==> src/rtl/dcarb_pkg.sv <==
// Shared types and width constants for the D-cache port arbiter.
// dc_req_t is the latched request that drives the cache for one transaction.
package dcarb_pkg;

    localparam int DCARB_ADDR_WIDTH = 64;
    localparam int DCARB_DATA_WIDTH = 64;
    localparam int DCARB_LEN_WIDTH  = 2;

    // The page-table walker always sits on port 0.
    localparam int PORT_WALKER = 0;

    typedef enum logic {
        IDLE = 1'b0,
        BUSY = 1'b1
    } dcarb_state_t;

    typedef struct packed {
        logic [DCARB_ADDR_WIDTH-1:0] addr;
        logic                        write;
        logic [DCARB_DATA_WIDTH-1:0] wdata;
        logic [DCARB_LEN_WIDTH-1:0]  wlen;
        logic                        virt;
    } dc_req_t;

endpackage

==> src/rtl/dcache_port_arbiter_rr_picker.sv <==
// Combinational round-robin picker: searches from last_grant+1 upward,
// wrapping, and returns the first requesting port as one-hot and index.
module rr_picker #(
    parameter  int NUM_PORTS = 3,
    localparam int IDX_W     = $clog2(NUM_PORTS)
) (
    input  logic [NUM_PORTS-1:0] i_req,
    input  logic [IDX_W-1:0]     i_last,
    output logic [NUM_PORTS-1:0] o_grant,
    output logic [IDX_W-1:0]     o_idx,
    output logic                 o_any
);

    always_comb begin
        o_grant = '0;
        o_idx   = '0;
        o_any   = 1'b0;
        for (int i = 1; i <= NUM_PORTS; i++) begin
            int p;
            p = (int'(i_last) + i) % NUM_PORTS;
            if (!o_any && i_req[p]) begin
                o_any      = 1'b1;
                o_grant[p] = 1'b1;
                o_idx      = IDX_W'(p);
            end
        end
    end

endmodule

==> src/rtl/dcache_port_arbiter.sv <==
// N-port valid/ready arbiter in front of the D-cache; one transaction at a time.
// Optional build macro DCARB_PORT0_PRIORITY_EN: walker port 0 always wins in IDLE.
module dcache_port_arbiter #(
    parameter int NUM_PORTS  = 3,
    parameter int ADDR_WIDTH = dcarb_pkg::DCARB_ADDR_WIDTH,
    parameter int DATA_WIDTH = dcarb_pkg::DCARB_DATA_WIDTH,
    parameter int LEN_WIDTH  = dcarb_pkg::DCARB_LEN_WIDTH
) (
    input  logic                            clk,
    input  logic                            reset,
    input  logic [NUM_PORTS-1:0]            req_valid,
    output logic [NUM_PORTS-1:0]            req_ready,
    input  logic [NUM_PORTS*ADDR_WIDTH-1:0] req_addr,
    input  logic [NUM_PORTS-1:0]            req_write,
    input  logic [NUM_PORTS*DATA_WIDTH-1:0] req_wdata,
    input  logic [NUM_PORTS*LEN_WIDTH-1:0]  req_wlen,
    input  logic [NUM_PORTS-1:0]            req_virtual,
    output logic [NUM_PORTS-1:0]            resp_valid,
    output logic [NUM_PORTS-1:0]            resp_write_done,
    output logic [DATA_WIDTH-1:0]           resp_rdata,
    output logic                            dc_en,
    output logic                            dc_write_en,
    output logic                            dc_virtual_en,
    output logic [ADDR_WIDTH-1:0]           dc_addr,
    output logic [DATA_WIDTH-1:0]           dc_wdata,
    output logic [LEN_WIDTH-1:0]            dc_wlen,
    input  logic [DATA_WIDTH-1:0]           dc_rdata,
    input  logic                            dc_rvalid,
    input  logic                            dc_write_done,
    output logic                            err_spurious,
    output logic                            dbg_busy
);
    import dcarb_pkg::*;

    // Handshake: a port is accepted on the rising edge where req_valid[i] and
    // req_ready[i] are both high; req_ready is one-hot, only in IDLE, never in reset.
    localparam int               IDX_W    = $clog2(NUM_PORTS);
    localparam logic [IDX_W-1:0] LAST_RST = IDX_W'(NUM_PORTS - 1);

    dcarb_state_t         r_state, w_state_nxt;
    dc_req_t              r_req;
    logic [IDX_W-1:0]     r_owner, r_last_grant;
    logic                 r_err;

    logic [NUM_PORTS-1:0] w_rr_grant, w_grant;
    logic [IDX_W-1:0]     w_rr_idx, w_idx;
    logic                 w_rr_any, w_any, w_upd_last;
    logic                 w_accept, w_done, w_strobe;

    rr_picker #(.NUM_PORTS(NUM_PORTS)) u_picker (
        .i_req   (req_valid),
        .i_last  (r_last_grant),
        .o_grant (w_rr_grant),
        .o_idx   (w_rr_idx),
        .o_any   (w_rr_any)
    );

    always_comb begin
        w_grant    = w_rr_grant;
        w_idx      = w_rr_idx;
        w_any      = w_rr_any;
        w_upd_last = 1'b1;
`ifdef DCARB_PORT0_PRIORITY_EN
        // Walker grants leave the pointer alone so ports 1..N-1 keep their rotation.
        if (req_valid[PORT_WALKER]) begin
            w_grant              = '0;
            w_grant[PORT_WALKER] = 1'b1;
            w_idx                = IDX_W'(PORT_WALKER);
            w_any                = 1'b1;
            w_upd_last           = 1'b0;
        end
`endif
    end

    assign w_strobe = dc_rvalid | dc_write_done;
    assign w_done   = r_req.write ? dc_write_done : dc_rvalid;

    always_comb begin
        w_state_nxt     = r_state;
        w_accept        = 1'b0;
        req_ready       = '0;
        resp_valid      = '0;
        resp_write_done = '0;
        resp_rdata      = '0;
        dc_en           = 1'b0;
        case (r_state)
            IDLE: begin
                if (w_any && reset) begin
                    req_ready   = w_grant;
                    w_accept    = 1'b1;
                    w_state_nxt = BUSY;
                end
            end
            BUSY: begin
                dc_en = 1'b1;
                if (w_done) begin
                    resp_valid[r_owner]      = !r_req.write;
                    resp_write_done[r_owner] = r_req.write;
                    resp_rdata               = dc_rdata;
                    w_state_nxt              = IDLE;
                end
            end
            default: w_state_nxt = IDLE;
        endcase
    end

    always_ff @(posedge clk or negedge reset) begin
        if (!reset) begin
            r_state      <= IDLE;
            r_req        <= '0;
            r_owner      <= '0;
            r_last_grant <= LAST_RST;
            r_err        <= 1'b0;
        end else begin
            r_state <= w_state_nxt;
            if (w_accept) begin
                r_req.addr  <= req_addr[int'(w_idx)*ADDR_WIDTH +: ADDR_WIDTH];
                r_req.write <= req_write[w_idx];
                r_req.wdata <= req_wdata[int'(w_idx)*DATA_WIDTH +: DATA_WIDTH];
                r_req.wlen  <= req_wlen[int'(w_idx)*LEN_WIDTH +: LEN_WIDTH];
                r_req.virt  <= req_virtual[w_idx];
                r_owner     <= w_idx;
                if (w_upd_last) begin
                    r_last_grant <= w_idx;
                end
            end
            if (r_state == IDLE && w_strobe) begin
                r_err <= 1'b1;
            end
        end
    end

    assign dc_write_en   = dc_en & r_req.write;
    assign dc_virtual_en = dc_en & r_req.virt;
    assign dc_addr       = r_req.addr;
    assign dc_wdata      = r_req.wdata;
    assign dc_wlen       = r_req.wlen;
    assign err_spurious  = r_err;
    assign dbg_busy      = (r_state == BUSY);

endmodule

==> config.mk <==
export PLATFORM = sky130hd
export DESIGN_NAME = dcache_port_arbiter
export DESIGN_NICKNAME = d
export VERILOG_FILES = /design/src/rtl/dcarb_pkg.sv /design/src/rtl/dcache_port_arbiter_rr_picker.sv /design/src/rtl/dcache_port_arbiter.sv
export SDC_FILE = /design/constraint.sdc
export NUM_CORES = 1
export LEC_CHECK = 0
export CAP_MARGIN = 5
export CORE_AREA = 2 2 259 261
export DETAILED_ROUTE_END_ITERATION = 12
export DIE_AREA = 0 0 261 263
export PLACE_DENSITY = 0.39
export SYNTH_ARGS = -nofsm -noshare
export SYNTH_HDL_FRONTEND = slang
export SYNTH_SLANG_ARGS = --single-unit
==> constraint.sdc <==
create_clock -name clk -period 7.8 [get_ports clk]
set_input_delay 0.78 -clock clk [delete_from_list [all_inputs] [get_ports clk]]
set_output_delay 0.78 -clock clk [all_outputs]
set_load 0.1 [all_outputs]
* Yosys cells after proc, flatten, opt, wreduce, memory -nomap -nowiden *
Cells that the tools add are included.
W data, S select, Z words.

storage, ports and cells
  register bits after elaboration = 138
  bits of input ports = 467
  output and inout port bits = 208

cells by class
  $add $sub $neg = 3
  divide/modulo/power cells = 3
  $lt $le $gt $ge = 9
  shifts and indexed selects = 3
  multiplexer cells = 44
  bitwise operators = 8
  reduce and logical (&&, ||, !) cells = 11

operator list
  cell                     number
  $shiftx A192 B9 Y64      2
  $mux W64                 2
  $ge A32 B1 Y1 const B    3
  $lt A32 B4 Y1 const B    3
  $mod A32 B3 Y32 const B  3
  $mux W3                  9
  $mux W1                  20
  $bmux W1 S2              5
  $demux W1 S2             4
  $logic_and A1 B1 Y1      8
  $add A2 B2 Y3 const B    2
  $and A3 B3 Y3            2
  $lt A2 B3 Y1 const B     2
  $mux W2                  3
  $or A3 B3 Y3             2
  $shiftx A6 B4 Y2         1
  $add A2 B1 Y3 const B    1
  $logic_not A1 Y1         3
  $and A1 B1 Y1            2
  $ge A2 B1 Y1 const B     1
  $pmux W1 S2              1
  $not A1 Y1               1
  $or A1 B1 Y1             1

* Logic depth before layout (Yosys ltp) *
  depth after elaboration = 15
  depth in mapped cells = 11
  depth with buffers taken out = 7

* Cells and area by module *
From an unflattened synthesis, not the netlist that was laid out.

second synthesis, totals
  cell total of the unflattened synthesis = 1,145
  area total of the unflattened synthesis = 10,207.3 um^2

by module, submodules not included
  module               instances  cells an instance  area each (um^2)  sequential area each (um^2)
  dcache_port_arbiter  1          1,105              9,925.8           3,429.5
  rr_picker            1          40                 281.5             0.0

* Least setup slack after synthesis *
OpenSTA, ideal clock, no wires.

  path kind = register -> output
  from = register r_state (netlist: dbg_busy)
  to = output port resp_valid[2]
  data arrival time = 4.313 ns
  path slack = 2.707 ns
  stages on the path, launching flop included = 3
  path through = dfrtp_1 -> nand2_1 -> nor4b_1

on the way
  cells in the longest elaborated chain, start to end = 1

RTL lines
  what                      RTL line                    text
  start: declaration        dcache_port_arbiter.sv:40   dcarb_state_t r_state, w_state_nxt;
  start signal: assignment  dcache_port_arbiter.sv:115  r_state <= w_state_nxt;
  $mux W3                   dcache_port_arbiter.sv:86   case (r_state)
  end: declaration          dcache_port_arbiter.sv:18   output logic [NUM_PORTS-1:0] resp_valid,

No other way between the ends.

==> metrics.txt <==
sequential power share 14.9%; io pins 675; post-route setup TNS 0 ns; area of the die 68,600 um2; Clock Path Buffers 2; total wire length 51.8 mm; crit path DAT 4.06 ns; Mapped Cells 1,171; met2 GRT Util 25.6%; drt wl/cell 20.6 um; layout cell share with drive strength beyond 1 8.56%; # rows 94; Yosys warnings 0; area of the core 65,600 um2; Post-Syn Area 9900 um2; total track usage 14.7%; CTS tree built; pins over their slew limit 0; initial core utilization 15.1%; H-tree depth 4; post-route ant nets 0; Unique masters post-synth 39; Final #Nets 2,106; CTS resizes 0; Max Clk Rate 207 MHz; FILL cells 7,012; Synth Flop Type dfrtp_1; Die Width 261 um; setup violators final 0; Post-CTS Setup Inserts 0; Critical-path top delay cell clkdlybuf4s50_1; total CTS buffers 17; pin count of the biggest net entering global routing 181; Vias/cell 4.20; # DRC 0; layout overhead on the synthesized area 70.7%; Psw 0.00555 W; power share of the combinational group 76.0%; Synth Net Count 1,642; clock share of power 9.2%; Avg Cell Area, Syn 8.46 um2; crit start category flop; Most Crowded Layer GR met2; sequential share of the synthesized area 34.6%; critical path fanouts, max 22; leakage 6.44 nW; WP data required 7.02 ns; Tightest Hold Check Type in2async; pwr dens 515 nW/um2; initial detailed-routing violation count 425; Worst-path clk slew 0.07 ns; CP cell instances inv_1, ha_1, mux2i_1, o22ai_2, o311ai_4, a21oi_1, clkdlybuf4s50_1; grt met1 use 15.7%; total number of vias 10,589; max_cap viols 0; final hold vios 0; antenna violations before repair 14; final core occ 25.8%; clk_lat worst skew 0.48 ns; Setup crit end kind output port; Period Utilization, post-route 62.0%; Period minus WS final 4.84 ns; worst hold slack 0.183 ns; Max VDD drop 0.307 mV; CTS Sinks 137; CTS root buf clkbuf_16; die height 263 um; cts hold-fix bufs 0; unrepaired setup endpoints after global routing false; dpl hpwl 38.1 mm; internal power component 0.00315 W; clk_skew 0.0126 ns; worst relative slew slack 22.8%; met3 Track Usage GR 6.08%; GRT overflow 0; number of global-route vias before repair 11,170; first-pass GRT wire length 74.8 mm; kind of critical path reg2out; asr flop ratio synth 100%; GPL Wtd Cong 0.818; EDFF count, synth 0; PortBufs 674; FF+latch count, synth 137; Slew @ Worst Pin 1.15 ns; 1st-pass router iterations 4; switching share of power 63.8%; outcome completed; Critical Path Max Stage Delay 1.04 ns
worst paths after layout:
path / start / end / slack (ns) / depth (start not counted)
min in group clk: dc_addr[25]$_DFFE_PN0P_ / dc_addr[25]$_DFFE_PN0P_ / 0.47 / 2
max: r_owner[0]$_DFFE_PN0P_ / req_ready[0] / 2.96 / 7
min reg2reg: dc_addr[25]$_DFFE_PN0P_ / dc_addr[25]$_DFFE_PN0P_ / 0.47 / 2
min: reset / dc_wdata[58]$_DFFE_PN0P_ / 0.18 / 1
max in group asynchronous: reset / dc_wdata[32]$_DFFE_PN0P_ / 6.35 / 2
max reg2reg: r_owner[0]$_DFFE_PN0P_ / dc_addr[11]$_DFFE_PN0P_ / 3.19 / 8
sequential cells by signal (all words and copies together) (netlist names):
register	flops
dc_wdata	64
dc_addr	64
r_owner	2
r_last_grant	1
r_req	2
err_spurious	1
dc_wlen	2
dbg_busy	1
final cells by class:
cell class | count | area [um2] | area share, %
repair buffers | 687 | 6860 | 40.6
multi-input cells | 788 | 4980 | 29.4
flip-flops and latches | 137 | 3430 | 20.3
well taps | 864 | 1080 | 6.39
clock buffers | 18 | 429 | 2.54
clock inverters | 13 | 97.6 | 0.577
diodes | 8 | 20.0 | 0.118
inverters | 4 | 15.0 | 0.0888
per-stage QoR:
step | total power, W | cells | instance area (um2) | setup slack [ns]
2_1_floorplan | 0.00677 | 1171 | 9900 | 2.71
3_3_place_gp | 0.00798 | 2480 | 16400 | 3.02
3_5_place_dp | 0.00800 | 2480 | 16400 | 3.01
4_1_cts | 0.00885 | 2511 | 16900 | 2.87
5_1_grt | 0.00916 | 2516 | 16900 | 2.64
6_report | 0.00870 | 2519 | 16900 | 2.96
power by group through the flow:
stage                     Clock [W]  Sequential, W  Combinational, W
after detailed placement          0        0.00130           0.00670
after floorplan                   0        0.00125           0.00552
after global placement            0        0.00130           0.00668
after CTS                  0.000844        0.00130           0.00670
after global routing       0.000865        0.00134           0.00695
final                      0.000797        0.00130           0.00661
worst max-delay path, delay by kind of cell (launching register included):
kind / cells / cell delay [ns]
muxes: 1 / 0.27
DFF: 1 / 0.47
AOI/OAI and AO/OA: 3 / 1.23
buffers and inverters: 2 / 1.22
adders and majority gates: 1 / 0.39
synthesized netlist by cell type (2+ instances only):
cell type / n / share of area (%)
nand3_1: 3 / 0.15
and2_1: 66 / 4.2
a21oi_1: 4 / 0.20
nor2_1: 136 / 5.2
clkbuf_1: 52 / 2.0
inv_1: 3 / 0.11
o21bai_1: 2 / 0.15
ha_1: 4 / 0.51
nor4_1: 2 / 0.13
nor2b_1: 3 / 0.19
o41ai_2: 80 / 13
buf_2: 36 / 1.8
nand2_1: 143 / 5.4
buf_1: 3 / 0.11
mux2i_1: 4 / 0.40
a21o_1: 2 / 0.15
dfrtp_1: 136 / 34
nand2b_1: 2 / 0.13
o41ai_1: 52 / 4.6
o21ai_1: 3 / 0.15
nand3b_1: 3 / 0.23
buf_4: 150 / 11
nor3_1: 266 / 13
layout by cell type (no fill, tap or decap), types with 2 or more instances in the layout:
cell type        synthesis  routed
a21o_1                   2       2
a21oi_1                  4       4
and2_1                  66      66
buf_12                   0       2
buf_4                  150      16
clkbuf_16                0      17
clkdlybuf4s50_1          0     668
clkinv_2                 0       4
clkinv_4                 0       2
clkinvlp_4               0       3
dfrtp_1                136     136
diode_2                  0       8
ha_1                     4       4
inv_1                    3       3
inv_6                    0       3
mux2i_1                  4       4
nand2_1                143     143
nand2b_1                 2       2
nand3_1                  3       3
nand3b_1                 3       3
nor2_1                 136     135
nor2b_1                  3       3
nor3_1                 266     266
nor4_1                   2       2
o21ai_1                  3       3
o21bai_1                 2       2
o41ai_1                 52      52
o41ai_2                 80      80
per-layer routing:
layer,wire length (um),vias up
met5,81,-
met4,1390,12
met3,5090,60
met2,26000,447
met1,19300,5112
li1,-,4958
cell families after synthesis:
family	after synthesis	synth area share, %
simple gates	628	29.4
buf+inv	246	15.5
mux	5	0.543
fa+ha+maj	4	0.505
compound gates	151	19.4
flops	137	34.6
Note: power is estimated with default switching activity, not from simulation.
